==> config.mk <==
export PLATFORM = sky130hd
export DESIGN_NAME = matrix_mult
export DESIGN_NICKNAME = d
export VERILOG_FILES = /design/src/rtl/matrix_mult.sv
export SDC_FILE = /design/constraint.sdc
export NUM_CORES = 2
export LEC_CHECK = 0
export ABC_CLOCK_PERIOD_IN_PS = 8600
export CELL_PAD_IN_SITES_DETAIL_PLACEMENT = 0
export CELL_PAD_IN_SITES_GLOBAL_PLACEMENT = 2
export CORE_UTILIZATION = 48
export CTS_BUF_LIST = sky130_fd_sc_hd__clkbuf_16
export CTS_CLUSTER_DIAMETER = 150
export DETAILED_ROUTE_END_ITERATION = 10
export GPL_ROUTABILITY_DRIVEN = 1
export PLACE_DENSITY = 0.79
export SLEW_MARGIN = 5
export SYNTH_ARGS = -nofsm -noshare
export SYNTH_HDL_FRONTEND = slang
export SYNTH_SLANG_ARGS = --single-unit
==> constraint.sdc <==
create_clock -name clk -period 8.6 [get_ports clk]
set_input_delay 2.58 -clock clk [delete_from_list [all_inputs] [get_ports clk]]
set_output_delay 2.58 -clock clk [all_outputs]
set_load 0.02 [all_outputs]
==> src/rtl/matrix_mult.sv <==
// Serial-in / serial-out unsigned matrix multiplier C = A x B (A is m x n, B is n x m).
// Operands are streamed in row-major order, C is streamed out with done. One MAC per cycle.
module matrix_mult #(
    parameter int DW = 8,
    parameter int m  = 8,
    parameter int n  = 8
) (
    input  logic          clk,
    input  logic          reset,
    input  logic          start,
    input  logic [DW-1:0] data_in,
    output logic [DW-1:0] data_out,
    output logic          done
);

    localparam int MN  = m * n;
    localparam int MM  = m * m;
    localparam int TOT = 2 * MN;
    localparam int AW  = (MN > 1) ? $clog2(MN) : 1;
    localparam int CW  = (MM > 1) ? $clog2(MM) : 1;
    localparam int LW  = $clog2(TOT);
    localparam int KW  = (n > 1) ? $clog2(n) : 1;
    localparam int JW  = (m > 1) ? $clog2(m) : 1;
    localparam int ACW = 2 * DW + $clog2(n) + 1;

    localparam logic [LW-1:0] L_LAST = LW'(TOT - 1);
    localparam logic [LW-1:0] L_MN   = LW'(MN);
    localparam logic [KW-1:0] K_LAST = KW'(n - 1);
    localparam logic [JW-1:0] J_LAST = JW'(m - 1);
    localparam logic [CW-1:0] C_LAST = CW'(MM - 1);
    localparam logic [AW-1:0] A_STEP = AW'(m);

    typedef enum logic [1:0] {
        IDLE,
        LOAD,
        CALC,
        OUTPUT
    } state_t;

    state_t r_state;
    state_t w_next;

    logic [LW-1:0]      r_lcnt;
    logic [DW-1:0]      r_a [MN];
    logic [DW-1:0]      r_b [MN];
    logic [DW-1:0]      r_c [MM];
    logic [KW-1:0]      r_k;
    logic [JW-1:0]      r_j;
    logic [AW-1:0]      r_a_ptr;
    logic [AW-1:0]      r_a_base;
    logic [AW-1:0]      r_b_ptr;
    logic [CW-1:0]      r_c_ptr;
    logic [CW-1:0]      r_ocnt;
    logic [ACW-1:0]     r_acc;
    logic [DW-1:0]      r_data_out;
    logic               r_done;

    logic               w_load_last;
    logic               w_is_a;
    logic [AW-1:0]      w_a_widx;
    logic [AW-1:0]      w_b_widx;
    logic               w_k_last;
    logic               w_j_last;
    logic               w_calc_last;
    logic               w_out_last;
    logic [CW-1:0]      w_ocnt_nxt;
    logic [2*DW-1:0]    w_prod;
    logic [ACW-1:0]     w_sum;

    assign w_load_last = (r_lcnt == L_LAST);
    assign w_is_a      = (r_lcnt < L_MN);
    assign w_a_widx    = AW'(r_lcnt);
    assign w_b_widx    = AW'(r_lcnt - L_MN);
    assign w_k_last    = (r_k == K_LAST);
    assign w_j_last    = (r_j == J_LAST);
    assign w_calc_last = w_k_last && (r_c_ptr == C_LAST);
    assign w_out_last  = (r_ocnt == C_LAST);
    assign w_ocnt_nxt  = r_ocnt + CW'(1);
    assign w_prod      = r_a[r_a_ptr] * r_b[r_b_ptr];
    assign w_sum       = r_acc + ACW'(w_prod);

    assign data_out = r_data_out;
    assign done     = r_done;

    always_ff @(posedge clk) begin
        if (reset) begin
            r_state <= IDLE;
        end else begin
            r_state <= w_next;
        end
    end

    always_comb begin
        w_next = r_state;
        case (r_state)
            IDLE:    if (start)       w_next = LOAD;
            LOAD:    if (w_load_last) w_next = CALC;
            CALC:    if (w_calc_last) w_next = OUTPUT;
            OUTPUT:  if (w_out_last)  w_next = IDLE;
            default: w_next = IDLE;
        endcase
    end

    always_ff @(posedge clk) begin
        if (reset) begin
            r_lcnt     <= '0;
            r_k        <= '0;
            r_j        <= '0;
            r_a_ptr    <= '0;
            r_a_base   <= '0;
            r_b_ptr    <= '0;
            r_c_ptr    <= '0;
            r_ocnt     <= '0;
            r_acc      <= '0;
            r_data_out <= '0;
            r_done     <= 1'b0;
            for (int unsigned i = 0; i < MN; i++) begin
                r_a[i] <= '0;
                r_b[i] <= '0;
            end
            for (int unsigned i = 0; i < MM; i++) begin
                r_c[i] <= '0;
            end
        end else begin
            case (r_state)
                IDLE: begin
                    r_data_out <= '0;
                    r_done     <= 1'b0;
                    r_lcnt     <= '0;
                end
                LOAD: begin
                    if (w_is_a) begin
                        r_a[w_a_widx] <= data_in;
                    end else begin
                        r_b[w_b_widx] <= data_in;
                    end
                    r_lcnt <= w_load_last ? '0 : r_lcnt + LW'(1);
                end
                CALC: begin
                    if (w_k_last) begin
                        r_c[r_c_ptr] <= w_sum[DW-1:0];
                        r_acc        <= '0;
                        r_k          <= '0;
                        if (w_calc_last) begin
                            // C[0][0] is presented on the same edge the final MAC lands; when the
                            // result is a single element that MAC is C[0][0] itself, so bypass the array.
                            r_data_out <= (MM == 1) ? w_sum[DW-1:0] : r_c[0];
                            r_done     <= 1'b1;
                            r_ocnt     <= '0;
                            r_j        <= '0;
                            r_a_ptr    <= '0;
                            r_a_base   <= '0;
                            r_b_ptr    <= '0;
                            r_c_ptr    <= '0;
                        end else begin
                            r_c_ptr <= r_c_ptr + CW'(1);
                            if (w_j_last) begin
                                r_j      <= '0;
                                r_a_ptr  <= r_a_ptr + AW'(1);
                                r_a_base <= r_a_ptr + AW'(1);
                                r_b_ptr  <= '0;
                            end else begin
                                r_j     <= r_j + JW'(1);
                                r_a_ptr <= r_a_base;
                                r_b_ptr <= AW'(r_j) + AW'(1);
                            end
                        end
                    end else begin
                        r_acc   <= w_sum;
                        r_k     <= r_k + KW'(1);
                        r_a_ptr <= r_a_ptr + AW'(1);
                        r_b_ptr <= r_b_ptr + A_STEP;
                    end
                end
                OUTPUT: begin
                    if (w_out_last) begin
                        r_data_out <= '0;
                        r_done     <= 1'b0;
                        r_ocnt     <= '0;
                    end else begin
                        r_data_out <= r_c[w_ocnt_nxt];
                        r_ocnt     <= w_ocnt_nxt;
                    end
                end
                default: begin
                    r_data_out <= '0;
                    r_done     <= 1'b0;
                end
            endcase
        end
    end

endmodule

# [After elaboration in Yosys (flattened, before gate mapping)]
# Memory sizes are Yosys's and may differ from the RTL's. A register that Yosys moved wholly into a read port is not among the register bits.
# Cells that the tools add are included.
[word_totals] ram_bits=1536 inputBits=11 ff_bits=74 wordCells=110 memories=3
[mem_list] memory="r_a" depth=64 width=8 read_ports=1 rd_clocked_by_memory_dff=1 wr=64 line="44" source="logic [DW-1:0] r_a [MN];"
[mem_list] memory="r_b" depth=64 width=8 read_ports=1 rd_clocked_by_memory_dff=1 wr=64 line="45" source="logic [DW-1:0] r_b [MN];"
[mem_list] memory="r_c" depth=64 width=8 read_ports=2 rd_clocked_by_memory_dff=0 wr=64 line="46" source="logic [DW-1:0] r_c [MM];"
[op_classes] multipliers=1 eq_ne=13 muxes=57 add_sub_neg=10 reduce_logical=13 magnitude_cmp=1
[op_table] operator="$mux W6" n=15
[op_table] operator="$mux W8" n=6
[op_table] operator="$pmux W8 S3" n=1
[op_table] operator="$reduce_or A8 Y1" n=3
[op_table] operator="$add A20 B16 Y20" n=1
[op_table] operator="$mux W1" n=20
[op_table] operator="$mux W20" n=1
[op_table] operator="$add A6 B1 Y6 const B" n=3
[op_table] operator="$mul A8 B8 Y16" n=1
[op_table] operator="$pmux W7 S2" n=1
[op_table] operator="$eq A6 B6 Y1 const B" n=2
[op_table] operator="$pmux W6 S2" n=1
[op_table] operator="$ne A2 B2 Y1 const B" n=5
[op_table] operator="$mux W3" n=3
[op_table] operator="$mux W2" n=4
[op_table] operator="$mux W4" n=2
[op_table] operator="$pmux W2 S4" n=1
[op_table] operator="$reduce_and A4 Y1" n=2
[op_table] operator="$add A7 B1 Y7 const B" n=1
[op_table] operator="$eq A7 B7 Y1 const B" n=1
[op_table] operator="$lt A7 B7 Y1 const B" n=1
[op_table] operator="$mux W7" n=1
[op_table] operator="$add A3 B1 Y3 const B" n=2
[op_table] operator="$add A6 B4 Y6 const B" n=1
[op_table] operator="other kinds (12)" n=16

# [Depth between registers and ports, before layout]
[logic_depth] ltp_word=7 mapped_depth=28 ltp_nobuf=22

# [Worst setup path after synthesis]
# No wires, ideal clock.
[synth_timing] path_kind="reg2reg" from="register (tool-made name)" to="memory r_c[44][7] (data pin)" path_stages_with_launch=25 path_buffers=5 period_less_slack_ns=6.359 t_required_ns=8.343 setup_slack_ns=2.241 arrival_time_ns=6.102 cell_sequence="dfxtp_1 -> buf_6 -> buf_6 -> buf_6 -> buf_6 -> mux4_1 -> mux2i_1 -> a21oi_1 -> o2111ai_1 -> o21ai_0 -> and2_1 -> fa_1 -> fa_1 -> inv_1 -> fa_1 -> fa_1 -> inv_1 -> ha_1 -> a21oi_1 -> xnor2_1 -> xnor2_1 -> xnor3_2 -> xor2_4 -> buf_6 -> nor2_1"
[synth_lines] item="to (decl)" line="46"

==> results_dict.tcl <==
set metrics [dict create \
    outcome "completed" \
    synth-compound-area-share_pct 2.13 \
    finalHoldViolCount 0 \
    synthArstFlopShare_pct 0 \
    grt-ovfl-total 0 \
    power_mw 19.9 \
    maxCapViolations 0 \
    synth_mux_area_share_pct 13.8 \
    fin_worst_skew_ns 0.0340 \
    post_cts_buffers 0 \
    ys_types 84 \
    synth_top_family_by_area "simple AND/OR/NAND/NOR gates" \
    setup_tns_ns 0 \
    cts_hold_buf 0 \
    post-route-drc-count 0 \
    crit_required_ns 9.13 \
    cts_max_path_buffers 3 \
    drt_iter0_markers 3898 \
    grt_max_degree 135 \
    rrSetupSlack_ns 1.29 \
    drive_gt1_share_pct 18.6 \
    rsz0062_at_grt "false" \
    min_to "r_j[1]" \
    synth_edf_count 1536 \
    cp_cell_sequence "buf_4, mux4_2, mux2i_1, mux2_2, o32ai_1, nor2_1, nor2b_1, fa_1, fa_1, inv_1, fa_1, fa_1, inv_1, ha_1, a21oi_1, xnor2_1, xnor2_1, xnor3_2, xor2_4, buf_12, nor2_1" \
    firstDrtPassIters 7 \
    area_delta_synth_final_pct 9.44 \
    timing.final.crit_share_pct 85.0 \
    core_area_um2 156000 \
    r2r-end "r_c[59][7]" \
    insertion_delay_ns 0.82 \
    syn_area_per_cell_um2 14.8 \
    min_period_ns 7.31 \
    grt_pass1_vias 42300 \
    setup.worst_path.class "flip-flop to flip-flop" \
    numPortBuffers 19 \
    hpwl_mm 125 \
    die_area_um2 159000 \
    grt_pass1_wl_mm 293 \
    ant_nets 0 \
    viasPerCell 5.88 \
    wl_per_cell_um 27.6 \
    synth_ff_type "edfxtp_1" \
    clockRootBuffer "clkbuf_16" \
    slew_viol_final 0 \
    cts_buffers 173 \
    slew_headroom_pct 15.1 \
    setup_viol 0 \
    critPathArrivalTime_ns 7.84 \
    powerDensity_nw_per_um2 241 \
    start_util_pct 48.3 \
    crit_path_max_fanout 64 \
    reg2reg_depth 21 \
    ir_worst_vdd_mv 0.836 \
    yosysWarnings 0 \
    track_usage_pct 25.2 \
    p_leak_nw 30.2 \
    die_h_um 399 \
    ioPinCount 20 \
    path_common_cell "fa_1" \
    tritoncts "built" \
    htreeDepth 4 \
    setup.worst_path.start_class "flip-flop" \
    drt_wl_total_mm 198 \
    ys_ff_latch 1610 \
    synth.yosys.seq_area_share_pct 63.1 \
    end_kind "flip-flop" \
    tightest_slew_ns 1.26 \
    syn_inst 5105 \
    cts_num_sinks 1610 \
    synth.cell_area_um2 75500 \
    num_rows 145 \
    final_nets 5058 \
    min_path_type "flip-flop to flip-flop" \
    cts_resized 0 \
    fmax_mhz 137 \
    synth-xor-area-share_pct 0.388 \
    gp_congestion 0.847 \
    min_path_cells 2 \
    syn-num-nets 5164 \
    synthSimpleGateAreaFrac_pct 16.6 \
    vias 42300 \
    synthAdderAreaFrac_pct 0.975 \
    crit_slowest_cell "dfxtp_4" \
    clkSlewWorstSetupHoldPaths_ns 0.06 \
    max_stage_delay_ns 0.90 \
    die_w_um 399 \
    antenna_found_initial 3 \
    min_from "r_j[1]" \
    n_fill_cell 12700 \
]
layout make-up:
type	instances	area, um^2	share of cell area (%)
flip-flops and latches	1610	47600	57.7
multi-input cells	3028	25700	31.1
clock buffers	177	4430	5.36
well taps	2058	2570	3.12
repair buffers	134	1150	1.39
clock inverters	135	921	1.11
inverters	52	195	0.236
diodes	3	7.51	0.00909
layer usage:
layer  GRT usage [%]  vias to the layer above  share of wire (%)
met1            36.0                    22100                 44
met4            5.75                        2                1.9
met5               0                        -             0.0066
met3            3.60                      243                5.8
met2            41.1                     1347                 49
li1                -                    18700                  -
cell families after synthesis:
family	count (synthesis)
and+or+nand+nor	2230
DFF	1610
muxes	489
buffers and inverters	467
AOI/OAI and AO/OA	234
adders and majority gates	48
xor gates and xnor gates	27
worst max-delay path by stage:
| stage | start | to | slack [ns] |
|---|---|---|---|
| floorplan | flip-flop | r_c[44][7] | 2.24 |
| global placement | flip-flop | r_c[50][7] | 1.28 |
| detailed placement | flip-flop | r_c[25][7] | 1.21 |
| CTS | flip-flop | r_c[48][7] | 1.18 |
| global route | flip-flop | r_c[40][7] | 0.90 |
| finish | flip-flop | r_c[59][7] | 1.29 |
report_power, final:
part           switching [mW]  leakage, nW  internal, mW  total [mW]
combinational            2.81         11.0         0.996        3.80
sequential              0.144         16.5          8.84        8.99
clock                    3.14         2.76          3.99        7.13
layout by cell type, fill, tap and decap left out, types with 9 or more instances in the layout:
cell type	synthesis	layout
clkinv_2	0	27
nand2b_1	80	80
clkdlybuf4s50_1	0	10
edfxtp_1	1536	1536
nor2_2	14	17
mux4_2	394	394
nor3_1	20	16
clkbuf_16	0	177
dfxtp_1	74	66
nand3_1	28	28
a211oi_1	17	17
nor2_1	455	448
a22o_1	9	9
clkinv_1	0	49
and3_1	259	259
a22oi_1	68	68
nand2_1	131	131
ha_1	30	25
mux2i_1	55	55
a21oi_1	64	64
bufinv_16	0	9
or2_2	134	134
a31oi_1	12	12
mux4_1	35	35
buf_12	9	9
fa_1	18	17
buf_4	14	114
and2_1	1034	1034
nor2b_1	28	27
inv_1	50	84
xnor2_1	14	13
o21ai_0	16	16
synth_stat cells (all sizes together), types with 3 or more instances:
master,number,area share [%]
a211oi,17,0.17
nand2,133,0.67
xnor2,16,0.21
or2,134,1.1
inv,52,0.26
nand3,28,0.19
nor2b,28,0.23
mux2i,55,0.73
a21o,5,0.050
fa,18,0.48
and2,1035,8.6
edfxtp,1536,61
nand2b,80,0.66
mux2,5,0.075
and3,259,2.1
a32oi,5,0.058
a222oi,4,0.053
a22oi,70,0.71
a221oi,3,0.035
nor3b,8,0.080
ha,30,0.50
nand3b,7,0.070
o211ai,3,0.036
or3,8,0.066
xor2,10,0.15
o22ai,4,0.033
a31oi,13,0.12
nor3,20,0.13
nand4,6,0.050
nor2,469,2.4
a21oi,65,0.44
or4,3,0.035
nor4,3,0.045
buf,87,1.0
a22o,9,0.10
clkbuf,327,1.8
o21ai,19,0.13
mux4,429,13
dfxtp,74,2.0
stage by stage:
step / std cells / util, % / area, um^2 / setup slack (ns) / hold WS [ns]
floorplan: 5105 / - / 75500 / 2.24 / 0.436
global placement: 6882 / 49.5 / 77200 / 1.28 / 0.462
detailed placement: 6882 / 49.5 / 77200 / 1.21 / 0.471
CTS: 7194 / 52.9 / 82600 / 1.18 / 0.478
global route: 7194 / 52.9 / 82600 / 0.900 / 0.502
finish: 7197 / 52.9 / 82600 / 1.29 / 0.478
registers in the layout, indices dropped and copies added, names as in the netlist, 2 cells and up, named ones only:
signal and cells:
r_lcnt 7, r_a 512, r_c_ptr 6, r_k 3, r_a_base 6, r_ocnt 6
r_a_ptr 6, data_out 8, r_c 512, r_b 512, r_j 3, r_b_ptr 6
r_state 2, r_acc 8
worst max-delay path: cells and delay by family, from the launching register on:
kind / cells / cell delay (ns)
compound gates: 2 / 0.35
simple gates: 3 / 0.47
buf+inv: 4 / 0.83
mux: 3 / 1.10
flops: 1 / 0.90
fa+ha+maj: 5 / 2.29
xor+xnor: 4 / 1.01
Note: power is estimated with default switching activity, not from simulation.
